[config.mk]
export PLATFORM = sky130hd
export DESIGN_NAME = branch_resolver
export DESIGN_NICKNAME = d
export VERILOG_FILES = /design/src/rtl/branch_resolver.sv
export SDC_FILE = /design/constraint.sdc
export NUM_CORES = 1
export LEC_CHECK = 0
export BUFFER_PORTS_ARGS = -buffer_cell sky130_fd_sc_hd__buf_2
export CAP_MARGIN = 20
export CORE_MARGIN = 2
export CORE_UTILIZATION = 51
export DETAILED_ROUTE_END_ITERATION = 10
export HOLD_SLACK_MARGIN = 0.08
export PLACE_DENSITY_LB_ADDON = 0.25
export SETUP_SLACK_MARGIN = 0.15
export SLEW_MARGIN = 5
export SYNTH_ARGS = -nofsm -noshare
export SYNTH_HDL_FRONTEND = slang
export SYNTH_SLANG_ARGS = --single-unit
[constraint.sdc]
create_clock -name Clk -period 3.1 [get_ports Clk]
set_input_delay 0.31 -clock Clk [delete_from_list [all_inputs] [get_ports Clk]]
set_output_delay 0.31 -clock Clk [all_outputs]
set_load 0.01 [all_outputs]
[src/rtl/branch_resolver.sv]
// branch_resolver: turns EX-stage comparator flags plus a branch opcode into a
// taken/not-taken decision and a fetch redirect. A taken branch holds a redirect
// request until fetch accepts it, then keeps flush high for FLUSH_CYCLES more cycles.
// Optional build macro: BRANCH_RESOLVER_STATS_EN adds saturating taken/not-taken counters.
//
// Handshakes: a transfer happens on a rising Clk edge where valid and ready are both
// high; valid-side payload must stay stable while valid is high and ready is low, and
// ready carries no meaning while valid is low.
module branch_resolver #(
    parameter int ADDR_W       = 32,
    parameter int FLUSH_CYCLES = 2
) (
    input  logic              Clk,
    input  logic              Rst,
    input  logic              br_valid,
    output logic              br_ready,
    input  logic [2:0]        br_op,
    input  logic              beq,
    input  logic              blt,
    input  logic              bgt,
    input  logic              zero,
    input  logic [ADDR_W-1:0] pc_in,
    input  logic [ADDR_W-1:0] offset,
    output logic              resolve_valid,
    output logic              taken,
    output logic              flag_err,
    output logic              redirect_valid,
    output logic [ADDR_W-1:0] redirect_pc,
    input  logic              redirect_ready,
    output logic              flush,
`ifdef BRANCH_RESOLVER_STATS_EN
    output logic [15:0]       taken_cnt,
    output logic [15:0]       nt_cnt,
`endif
    output logic [1:0]        dbg_state
);

    typedef enum logic [1:0] {
        S_IDLE     = 2'd0,
        S_REDIRECT = 2'd1,
        S_FLUSH    = 2'd2
    } state_t;

    localparam int CNT_W = (FLUSH_CYCLES < 2) ? 1 : $clog2(FLUSH_CYCLES + 1);
    localparam logic [CNT_W-1:0] CNT_INIT = CNT_W'(FLUSH_CYCLES);
    localparam logic [CNT_W-1:0] CNT_ONE  = CNT_W'(1);

    state_t              state_q, state_d;
    logic [CNT_W-1:0]    cnt_q, cnt_d;
    logic                resolve_valid_q, resolve_valid_d;
    logic                taken_q, taken_d;
    logic                flag_err_q, flag_err_d;
    logic [ADDR_W-1:0]   redirect_pc_q, redirect_pc_d;

    logic                accept;
    logic                flags_legal;
    logic                is_rel_op;
    logic                cond;
    logic                dec_taken;
    logic                dec_err;
    logic [ADDR_W-1:0]   target;

    assign br_ready = (state_q == S_IDLE) & ~Rst;
    assign accept   = br_valid & br_ready;

    // Decode the branch condition from opcode and comparator flags; compute target.
    always_comb begin
        cond        = 1'b0;
        // exactly one of beq/blt/bgt high: odd parity and not all three
        flags_legal = (beq ^ blt ^ bgt) & ~(beq & blt & bgt);
        // BEZ (6) and JMP (7) do not depend on the relation flags
        is_rel_op   = ~(br_op[2] & br_op[1]);
        case (br_op)
            3'd0:    cond = beq;
            3'd1:    cond = ~beq;
            3'd2:    cond = blt;
            3'd3:    cond = bgt;
            3'd4:    cond = blt | beq;
            3'd5:    cond = bgt | beq;
            3'd6:    cond = zero;
            3'd7:    cond = 1'b1;
            default: cond = 1'b0;
        endcase
        dec_taken = is_rel_op ? (cond & flags_legal) : cond;
        dec_err   = is_rel_op & ~flags_legal;
        // word offset scaled to bytes; overflow wraps silently
        target    = pc_in + (offset << 2);
    end

    // Next-state and datapath register updates.
    always_comb begin
        state_d         = state_q;
        cnt_d           = cnt_q;
        resolve_valid_d = accept;
        taken_d         = taken_q;
        flag_err_d      = accept & dec_err;
        redirect_pc_d   = redirect_pc_q;

        if (accept) begin
            taken_d = dec_taken;
            if (dec_taken) begin
                redirect_pc_d = target;
            end
        end

        case (state_q)
            S_IDLE: begin
                if (accept && dec_taken) begin
                    state_d = S_REDIRECT;
                end
            end
            S_REDIRECT: begin
                if (redirect_ready) begin
                    if (FLUSH_CYCLES == 0) begin
                        state_d = S_IDLE;
                    end else begin
                        state_d = S_FLUSH;
                        cnt_d   = CNT_INIT;
                    end
                end
            end
            S_FLUSH: begin
                if (cnt_q <= CNT_ONE) begin
                    state_d = S_IDLE;
                    cnt_d   = '0;
                end else begin
                    cnt_d = cnt_q - CNT_ONE;
                end
            end
            default: begin
                state_d = S_IDLE;
                cnt_d   = '0;
            end
        endcase
    end

    // State and datapath registers; reset drops any pending redirect or flush at once.
    always_ff @(posedge Clk or posedge Rst) begin
        if (Rst) begin
            state_q         <= S_IDLE;
            cnt_q           <= '0;
            resolve_valid_q <= 1'b0;
            taken_q         <= 1'b0;
            flag_err_q      <= 1'b0;
            redirect_pc_q   <= '0;
        end else begin
            state_q         <= state_d;
            cnt_q           <= cnt_d;
            resolve_valid_q <= resolve_valid_d;
            taken_q         <= taken_d;
            flag_err_q      <= flag_err_d;
            redirect_pc_q   <= redirect_pc_d;
        end
    end

    assign resolve_valid  = resolve_valid_q;
    assign taken          = taken_q;
    assign flag_err       = flag_err_q;
    assign redirect_pc    = redirect_pc_q;
    assign redirect_valid = (state_q == S_REDIRECT);
    assign flush          = (state_q == S_REDIRECT) | (state_q == S_FLUSH);
    assign dbg_state      = state_q;

`ifdef BRANCH_RESOLVER_STATS_EN
    logic [15:0] taken_cnt_q, taken_cnt_d;
    logic [15:0] nt_cnt_q, nt_cnt_d;

    // Saturating decision counters, stepped on each resolve pulse.
    always_comb begin
        taken_cnt_d = taken_cnt_q;
        nt_cnt_d    = nt_cnt_q;
        if (resolve_valid_q) begin
            if (taken_q) begin
                if (taken_cnt_q != 16'hFFFF) taken_cnt_d = taken_cnt_q + 16'd1;
            end else begin
                if (nt_cnt_q != 16'hFFFF) nt_cnt_d = nt_cnt_q + 16'd1;
            end
        end
    end

    // Counter registers.
    always_ff @(posedge Clk or posedge Rst) begin
        if (Rst) begin
            taken_cnt_q <= '0;
            nt_cnt_q    <= '0;
        end else begin
            taken_cnt_q <= taken_cnt_d;
            nt_cnt_q    <= nt_cnt_d;
        end
    end

    assign taken_cnt = taken_cnt_q;
    assign nt_cnt    = nt_cnt_q;
`endif

endmodule
==> results of run 1 <==
[worst max-delay path by stage]
| stage | to | startpoint | slack, ps | cells past startpoint |
|---|---|---|---|---|
| final | dbg_state[0]$_DFFE_PP0P_ | dbg_state[0]$_DFFE_PP0P_ | 540 | 7 |
| after global routing | redirect_pc[23]$_DFFE_PP0P_ | dbg_state[0]$_DFFE_PP0P_ | 420 | 8 |
| after CTS | dbg_state[1]$_DFFE_PP0P_ | dbg_state[0]$_DFFE_PP0P_ | 290 | 7 |
| after detailed placement | dbg_state[1]$_DFFE_PP0P_ | br_op[0] | 270 | 6 |
| after floorplan | dbg_state[0]$_DFFE_PP0P_ | dbg_state[0]$_DFFE_PP0P_ | 630 | 8 |
| after global placement | dbg_state[1]$_DFFE_PP0P_ | br_op[0] | 320 | 6 |
[power by group through the flow]
stage          Combinational [µW]  Clock [µW]  Sequential, µW
3_5_place_dp                 1130           0             868
2_1_floorplan                 578           0             963
5_1_grt                      1280         406             892
4_1_cts                      1140         384             859
3_3_place_gp                 1090           0             856
6_report                     1140         374             860
[final cells by class]
class	instances	share of cell area, %
Clock buffer	8	2.54
Inverter	11	1.05
Multi-Input combinational cell	310	52.9
Sequential cell	39	24.8
Tap cell	75	2.38
Timing Repair Buffer	120	16.3
[Yosys cell counts (3+ instances only)]
master / instances
o21bai_1: 6
a211oi_1: 3
a21boi_0: 3
o21a_1: 6
a21oi_1: 31
nor2_1: 13
nand4_1: 6
a21o_1: 10
nand3_1: 11
o21ai_0: 44
xnor2_1: 14
dfrtp_1: 39
nand2b_1: 3
ha_1: 34
clkbuf_1: 11
o31ai_1: 4
mux2_2: 3
mux2i_1: 3
nor3b_1: 3
inv_1: 11
xor2_1: 9
o211ai_1: 3
nand2_1: 55
a211o_1: 3
nor2b_1: 5
nor3_1: 8
[state kept, by name (all words and copies together), names as in the netlist]
name           cells
resolve_valid      1
dbg_state          2
taken              1
cnt_q              2
redirect_pc       32
flag_err           1
[what timing repair did]
action,4_1_cts,5_1_grt
resized for setup,0,1
setup buffers,0,0
setup endpoints to repair,0,3
hold endpoints to repair,0,9
hold buffers,0,1
[cells by family (layout without fill, tap and decap cells)]
logic type,after synthesis,in the layout,synth area share (%)
AO/OA/AOI/OAI,127,127,24.8
XOR/XNOR,23,23,6.39
adder cells (fa/ha/maj),35,35,14.1
buffers and inverters,24,139,2.94
flip-flops,39,39,31.0
multiplexers,9,9,3.45
AND/OR/NAND/NOR,116,116,17.3
[per-layer routing]
metal | GRT usage [%] | wire [µm] | vias to the layer above
met2 | 38.5 | 3670 | 100
met1 | 29.5 | 3460 | 1423
met5 | 0 | 0 | -
met4 | 6.39 | 102 | 0
met3 | 3.26 | 496 | 9
li1 | - | - | 1592
[critical path: cells and delay by family (launching register included)]
family | cells | cell delay [ps]
buffers and inverters | 1 | 130
AOI/OAI and AO/OA | 1 | 380
muxes | 1 | 330
and+or+nand+nor | 3 | 970
DFF | 1 | 410
adders and majority gates | 1 | 230
[stage by stage]
step	cell area, µm²	util (%)	std cells	worst slack, ps	hold WS (ps)
finish	3940	66.2	563	541	255
global route	3940	66.2	563	420	257
CTS	3900	65.5	561	292	247
detailed placement	3800	63.8	553	269	465
global placement	3800	63.8	553	319	457
floorplan	3150	-	373	626	439
==> impl_metrics.py, run 1 <==
metrics = {
    "run_status": {
        "run_status": "finished, final reports clean",
    },
    "critical_path": {
        "worstPathRequired_ps": 3260,
        "path_max_fanout": 22,
        "cpMaxStageDelayCell": "or4_4",
        "critical_path_class": "register to register",
        "r2r-end": "dbg_state[0]$_DFFE_PP0P_",
        "end_kind": "register",
        "reg2regPathDepth": 7,
        "startpoint_type": "register",
        "r2r-start": "dbg_state[0]$_DFFE_PP0P_",
        "arrival_ps": 2720,
        "cp_cell_sequence": "inv_1, ha_1, nor2b_1, nand2_1, or4_4, a221o_1, mux2_1",
        "ff2ff_setup_slack_ps": 540,
        "cpPeakStageDelay_ps": 630,
    },
    "pwr": {
        "seqPwrFrac_pct": 36.2,
        "vdd_ir_drop_max_v": 0.000424,
        "internal_power_uw": 1440,
        "netSwitchingFraction_pct": 39.2,
        "combPwrFrac_pct": 48.0,
        "power_uw": 2370,
        "powerDensity_nw_per_um2": 602,
        "leakage_uw": 0.00199,
        "p_sw_uw": 930,
        "power_frac_clock_pct": 15.8,
    },
    "job": {
        "drv_cap": 0,
    },
    "die": {
        "start_util_pct": 52.9,
        "ioPinCount": 115,
        "num_rows": 28,
        "die_w_um": 82.6,
        "dieArea_um2": 6820,
        "coreArea_um2": 5960,
        "die_y_um": 82.6,
    },
    "synthesis": {
        "synthFlopType": "dfrtp_1",
        "syn_inst": 373,
        "synth_area_leaders": "dfrtp_1 31%, ha_1 14%, o21ai_0 7.0%, nand2_1 6.6%, a21oi_1 4.9%",
        "netlist.area_leader.share_pct": 31.0,
        "yosysTopAreaCell": "dfrtp_1",
        "synth_edf_count": 0,
        "async_flop_share_pct": 100,
        "ys_types": 48,
        "yosys_warnings": 0,
        "synth.avg_cell_area_um2": 8.45,
        "ys_seq_area_share_pct": 31.0,
        "syn_area_um2": 3150,
        "syn-num-nets": 483,
        "ys_ff_latch": 39,
    },
    "clock_network": {
        "clock_sinks": 39,
        "worstSkewPairLatency_ps": 290,
        "cts_buffer_depth": 2,
        "cts_buffers": 5,
        "clk_pin_slew_ps": 70,
        "htree_levels": 2,
        "cts_root_buf": "clkbuf_8",
        "cts_tree": "done",
    },
    "sta": {
        "slew_headroom_pct": 56.0,
        "grt_setup_unrepaired": "no",
        "finalHoldViolCount": 0,
        "period_needed_ps": 2560,
        "finalCritPeriodShare_pct": 82.6,
        "worst_clock_skew_ps": 6.76,
        "tns_ps": 0,
        "setup_viol": 0,
        "slew_viol_final": 0,
        "worst_slew_pin_slew_ps": 643,
        "max_freq_ghz": 0.391,
    },
    "min_path": {
        "hold_start": "pc_in[0]",
        "hold_path_class": "input pin to register",
        "hold_end": "redirect_pc[0]$_DFFE_PP0P_",
        "holdPathStages": 2,
    },
    "layout": {
        "num-fill-cells": 519,
        "multiInputGateArea_um2": 2090,
        "regArea_um2": 976,
        "fin_nets": 597,
        "drive_above_1_share_pct": 27.3,
        "mostFrequentLayoutCells": "112 x buf_2, 55 x nand2_1, 44 x o21ai_0",
        "area_delta_synth_final_pct": 25.1,
        "final_common_cell": "buf_2",
        "diodes": 0,
    },
    "detailed_routing": {
        "viasPerCell": 5.55,
        "first_pass_iters": 5,
        "antenna_left": 0,
        "wire_per_inst_um": 13.7,
        "routed_wl_um": 7720,
        "vias": 3124,
        "drcViolationCount": 0,
        "initialDrtViolationCount": 147,
    },
    "grt": {
        "grt_pass1_wl_um": 12100,
        "grt_pass1_vias": 2779,
        "grt_use_total_pct": 22.5,
        "grt_antenna_before_repair": 0,
        "gr-total-overflow": 0,
        "grt_max_degree": 29,
    },
    "placement": {
        "port_buffers": 112,
        "hpwl_um": 6270,
        "gp_congestion": 0.872,
    },
}
No activity file was read; power rests on OpenSTA's default activity.
==> run 2: changes to the inputs <==
Settings changed: CORE_UTILIZATION 51 to 46.
Clock period 3.1 ns to 2.3 ns, I/O delays scaled along.
==> run 2 against run 1 <==
Via count is 8.1% higher. Sequential power up 34%. Largest power group unchanged. Combinational power up 64%. Clock-buffer cell count fell by 2. Sequential share of layout area fell by 3.1 points. Highest routed layer unchanged. Global-route usage is essentially flat. Critical endpoint is now dbg_state[1]$_DFFE_PP0P_. Sequential cell count did not move. Power grew 52%.
==> impl_metrics.py, run 2 (synthesis results as in run 1) <==
metrics = {
    "pwr": {
        "combPwrFrac_pct": 51.8,
        "internal_power_uw": 2260,
        "seqPwrFrac_pct": 31.8,
        "p_sw_uw": 1350,
        "netSwitchingFraction_pct": 37.4,
        "power_frac_clock_pct": 16.4,
        "vdd_ir_drop_max_v": 0.000338,
        "powerDensity_nw_per_um2": 803,
        "leakage_uw": 0.00227,
    },
    "sta": {
        "setup_viol": 0,
        "tns_ps": 0,
        "finalHoldViolCount": 0,
        "worst_clock_skew_ps": 3.26,
        "slew_headroom_pct": 62.8,
        "grt_setup_unrepaired": "yes",
        "worst_slew_pin_slew_ps": 557,
        "period_needed_ps": 2150,
        "slew_viol_final": 0,
        "finalCritPeriodShare_pct": 93.6,
        "max_freq_ghz": 0.464,
    },
    "clock_network": {
        "clk_pin_slew_ps": 70,
        "cts_buffer_depth": 2,
        "htree_levels": 2,
        "worstSkewPairLatency_ps": 290,
        "cts_root_buf": "clkbuf_8",
        "cts_buffers": 5,
        "cts_tree": "done",
        "clock_sinks": 39,
    },
    "die": {
        "coreArea_um2": 6720,
        "num_rows": 30,
        "ioPinCount": 115,
        "dieArea_um2": 7530,
        "start_util_pct": 46.9,
        "die_w_um": 86.8,
        "die_y_um": 86.8,
    },
    "detailed_routing": {
        "antenna_left": 0,
        "vias": 3378,
        "routed_wl_um": 8340,
        "drcViolationCount": 0,
        "viasPerCell": 5.47,
        "initialDrtViolationCount": 154,
        "first_pass_iters": 4,
        "wire_per_inst_um": 13.5,
    },
    "grt": {
        "grt_pass1_wl_um": 13700,
        "grt_max_degree": 30,
        "grt_use_total_pct": 22.5,
        "gr-total-overflow": 0,
        "grt_antenna_before_repair": 0,
        "grt_pass1_vias": 3149,
    },
    "critical_path": {
        "end_kind": "register",
        "critical_path_class": "register to register",
        "r2r-end": "dbg_state[1]$_DFFE_PP0P_",
        "startpoint_type": "register",
        "r2r-start": "dbg_state[1]$_DFFE_PP0P_",
        "worstPathRequired_ps": 2480,
        "arrival_ps": 2330,
        "cp_cell_sequence": "inv_2, ha_4, nor2b_4, nand2_2, or4_4, a221o_1, mux2_4",
        "path_max_fanout": 6,
        "cpPeakStageDelay_ps": 550,
        "cpLargestDelayFamily": "simple AND/OR/NAND/NOR gates",
        "setup.worst_path.start": "dbg_state[1]$_DFFE_PP0P_",
        "path_buf_inv": 1,
        "endpoint": "dbg_state[1]$_DFFE_PP0P_",
        "crit_cells": 7,
        "reg2regPathDepth": 7,
        "cpMaxStageDelayCell": "or4_4",
        "ff2ff_setup_slack_ps": 150,
    },
    "min_path": {
        "hold_path_class": "input pin to register",
        "holdPathStages": 2,
    },
    "placement": {
        "port_buffers": 112,
        "hpwl_um": 6790,
        "dp.cells": 600,
        "gp_congestion": 0.896,
    },
    "layout": {
        "fin_cells": 618,
        "num-fill-cells": 553,
        "mostFrequentLayoutCells": "112 x buf_2, 54 x nand2_1, 54 x buf_4",
        "diodes": 0,
        "multiInputGateArea_um2": 2230,
        "final_common_cell": "buf_2",
        "largest_reg_flops": 32,
        "drive_above_1_share_pct": 38.5,
        "regArea_um2": 976,
        "fin_nets": 647,
        "area_delta_synth_final_pct": 42.7,
    },
    "job": {
        "drv_cap": 0,
    },
    "run_status": {
        "run_status": "finished, final reports clean",
    },
}
-- run 2: changes by cell type in the layout (fill, tap and decap cells not counted), sizes merged --
cell,change
clkbuf,-2
clkinv,+1
bufinv,+1
buf,+50
-- run 2: through the flow --
stage | cell area, µm² | util (%) | worst slack, ps | hold slack (ps) | power [µW]
2_1_floorplan | 3220 | - | 17.7 | 339 | 2130
3_3_place_gp | 4190 | 62.4 | -276 | 330 | 2820
3_5_place_dp | 4190 | 62.4 | -298 | 333 | 2890
4_1_cts | 4410 | 65.6 | 81.6 | 178 | 3600
5_1_grt | 4500 | 66.9 | 65.4 | 166 | 3900
6_report | 4500 | 66.9 | 147 | 189 | 3610
-- run 2: worst reg2reg max path: stages (launching register included) --
cell     delay (ps)
dfrtp_1         390
inv_2            80
ha_4            130
nor2b_4         150
nand2_2          60
or4_4           550
a221o_1         370
mux2_4          310
-- run 2: how the worst min path moves through the flow --
| stage | from | endpoint | slack [ps] |
|---|---|---|---|
| global placement | Rst | redirect_pc[1]$_DFFE_PP0P_ | 330 |
| CTS | pc_in[1] | redirect_pc[1]$_DFFE_PP0P_ | 180 |
| floorplan | br_valid | resolve_valid$_DFF_PP0_ | 340 |
| global route | pc_in[0] | redirect_pc[0]$_DFFE_PP0P_ | 170 |
| finish | pc_in[1] | redirect_pc[1]$_DFFE_PP0P_ | 190 |
| detailed placement | Rst | redirect_pc[1]$_DFFE_PP0P_ | 330 |
-- run 2: power groups by stage --
stage	Combinational, µW	Clock (µW)	Sequential (µW)
floorplan	835	0	1300
global placement	1680	0	1150
detailed placement	1720	0	1170
CTS	1840	611	1150
global route	2080	641	1180
finish	1870	591	1150
-- run 2: what timing repair did --
action	4_1_cts	5_1_grt
gates cloned	0	0
gates resized for setup	7	15
endpoints found under the hold margin	11	0
hold buffers	1	0
buffers inserted	7	2
setup endpoints to repair	24	19
pin swaps	4	9
-- run 2: final cells by class --
cell class / count / area share, %
clock buffer: 6 / 1.84
clock inverter: 2 / 0.779
timing repair buffer: 170 / 22.9
multi-input combinational: 310 / 49.6
tap: 80 / 2.23
sequential: 39 / 21.7
inverter: 11 / 0.918
-- run 2: routing by layer --
metal | global-route usage [%] | up-vias | share of wire (%)
li1 | - | 1696 | -
met1 | 29.4 | 1567 | 46
met2 | 38.1 | 105 | 47
met3 | 2.76 | 10 | 5.2
met4 | 8.10 | 0 | 1.7
met5 | 0 | - | 0
==> run 3: changes to the inputs <==
Settings changed: REMOVE_ABC_BUFFERS from default to 1, SKIP_LAST_GASP from default to 1.
==> run 3 against run 2 <==
Clock power increased by 16%. Global-route usage increased by 1.5 points. Clock-buffer cell count did not move. Design area is 0.81% higher. Wire length increased by 6.9%. First-iteration DRC count fell by 23%. Critical path depth increased by 1. Core utilization is 0.54 points higher. Clock skew increased by 3.0 ps. Power increased by 2.3%. Combinational power hardly changed. Critical path type unchanged.
==> impl_metrics.py, run 3 (synthesis results as in run 1) <==
metrics = {
    "run_status": {
        "run_status": "finished, final reports clean",
    },
    "layout": {
        "area_delta_synth_final_pct": 43.9,
        "diodes": 0,
        "multiInputGateArea_um2": 2250,
        "drive_above_1_share_pct": 38.9,
        "num-fill-cells": 556,
        "final_common_cell": "buf_2",
        "mostFrequentLayoutCells": "111 x buf_2, 57 x buf_4, 54 x nand2_1",
        "largest_reg_flops": 32,
        "fin_area_um2": 4530,
        "fin_nets": 649,
        "regArea_um2": 976,
    },
    "die": {
        "coreArea_um2": 6720,
        "dieArea_um2": 7530,
        "ioPinCount": 115,
        "die_y_um": 86.8,
        "num_rows": 30,
        "start_util_pct": 46.9,
        "die_w_um": 86.8,
    },
    "clock_network": {
        "cts_buffers": 5,
        "clock_sinks": 39,
        "worstSkewPairLatency_ps": 290,
        "clk_pin_slew_ps": 80,
        "cts_tree": "done",
        "cts_root_buf": "clkbuf_8",
        "htree_levels": 2,
        "cts_buffer_depth": 2,
    },
    "sta": {
        "max_freq_ghz": 0.453,
        "worst_clock_skew_ps": 6.31,
        "grt_setup_unrepaired": "yes",
        "worst_slew_pin_slew_ps": 479,
        "period_needed_ps": 2210,
        "slew_headroom_pct": 67.7,
        "setup_viol": 0,
        "finalCritPeriodShare_pct": 96.0,
        "finalHoldViolCount": 0,
        "slew_viol_final": 0,
    },
    "placement": {
        "place_area_um2": 4160,
        "gp_congestion": 0.937,
        "hpwl_um": 6720,
        "port_buffers": 112,
    },
    "grt": {
        "grt_pass1_vias": 3266,
        "grt_use_total_pct": 24.0,
        "grt_pass1_wl_um": 14600,
        "grt_antenna_before_repair": 0,
        "gr-total-overflow": 0,
        "grt_max_degree": 43,
    },
    "critical_path": {
        "cpMaxStageDelayCell": "or4_4",
        "cpLargestDelayFamily": "simple AND/OR/NAND/NOR gates",
        "end_kind": "register",
        "ff2ff_setup_slack_ps": 90,
        "path_max_fanout": 4,
        "critical_path_class": "register to register",
        "arrival_ps": 2410,
        "worstPathRequired_ps": 2510,
        "cp_cell_sequence": "inv_2, ha_4, nor2b_4, nand2_2, or4_4, buf_6, or4b_4, o211ai_1",
        "startpoint_type": "register",
        "path_buf_inv": 2,
        "cpPeakStageDelay_ps": 520,
    },
    "min_path": {
        "hold_path_class": "input pin to register",
    },
    "detailed_routing": {
        "viasPerCell": 5.51,
        "routed_wl_um": 8910,
        "wire_per_inst_um": 14.4,
        "antenna_left": 0,
        "first_pass_iters": 4,
        "initialDrtViolationCount": 118,
        "vias": 3417,
        "drcViolationCount": 0,
    },
    "job": {
        "drv_cap": 0,
    },
    "pwr": {
        "power_uw": 3690,
        "vdd_ir_drop_max_v": 0.000413,
        "seqPwrFrac_pct": 31.0,
        "p_sw_uw": 1370,
        "internal_power_uw": 2320,
        "leakage_uw": 0.00228,
        "power_frac_clock_pct": 18.6,
        "netSwitchingFraction_pct": 37.2,
        "powerDensity_nw_per_um2": 814,
        "combPwrFrac_pct": 50.5,
    },
}
run 3: area by class of cell:
type | instances | share of cell area (%)
Multi-Input combinational cell | 310 | 49.6
Clock inverter | 2 | 1.32
Inverter | 11 | 0.911
Clock buffer | 6 | 1.60
Tap cell | 80 | 2.21
Sequential cell | 39 | 21.5
Timing Repair Buffer | 172 | 22.9
run 3: what timing repair did:
action,4_1_cts,5_1_grt
endpoints found under the hold margin,39,0
pin swaps,8,11
hold buffers,1,0
resized for setup,23,19
buffers inserted,3,5
endpoints found under the setup margin,34,22
run 3: routing by layer:
| layer | vias to the layer above | GRT usage (%) | part of all wire, % |
|---|---|---|---|
| met2 | 115 | 39.9 | 49 |
| met1 | 1588 | 32.1 | 44 |
| met3 | 12 | 3.62 | 5.6 |
| met5 | - | 0 | 0 |
| li1 | 1702 | - | - |
| met4 | 0 | 7.24 | 1.2 |
run 3: stage by stage:
stage	setup TNS, ps	std cells	hold slack [ps]	worst slack, ps	utilization [%]
final	0	620	166	92.6	67.5
after global routing	-47.5	620	163	-34.1	67.5
after CTS	0	615	158	92.5	65.4
after detailed placement	-3970	603	295	-263	61.9
after global placement	-2910	603	271	-236	61.9
after floorplan	-17250	360	359	-879	-
run 3: power by group through the flow:
stage               combinational (µW)  sequential (µW)  clock (µW)
floorplan                          772             1300           0
CTS                               1780             1140         697
finish                            1860             1140         685
global route                      2060             1180         727
global placement                  1630             1150           0
detailed placement                1670             1160           0
run 3: worst paths after layout:
path	startpoint	end	cells past startpoint
setup / recovery	dbg_state[0]$_DFFE_PP0P_	redirect_pc[31]$_DFFE_PP0P_	8
hold / removal	pc_in[1]	redirect_pc[1]$_DFFE_PP0P_	2
setup reg to reg	dbg_state[0]$_DFFE_PP0P_	redirect_pc[31]$_DFFE_PP0P_	8
hold reg to reg	redirect_pc[24]$_DFFE_PP0P_	redirect_pc[24]$_DFFE_PP0P_	2
max in group asynchronous	Rst	redirect_pc[27]$_DFFE_PP0P_	4
min in group asynchronous	Rst	dbg_state[0]$_DFFE_PP0P_	4
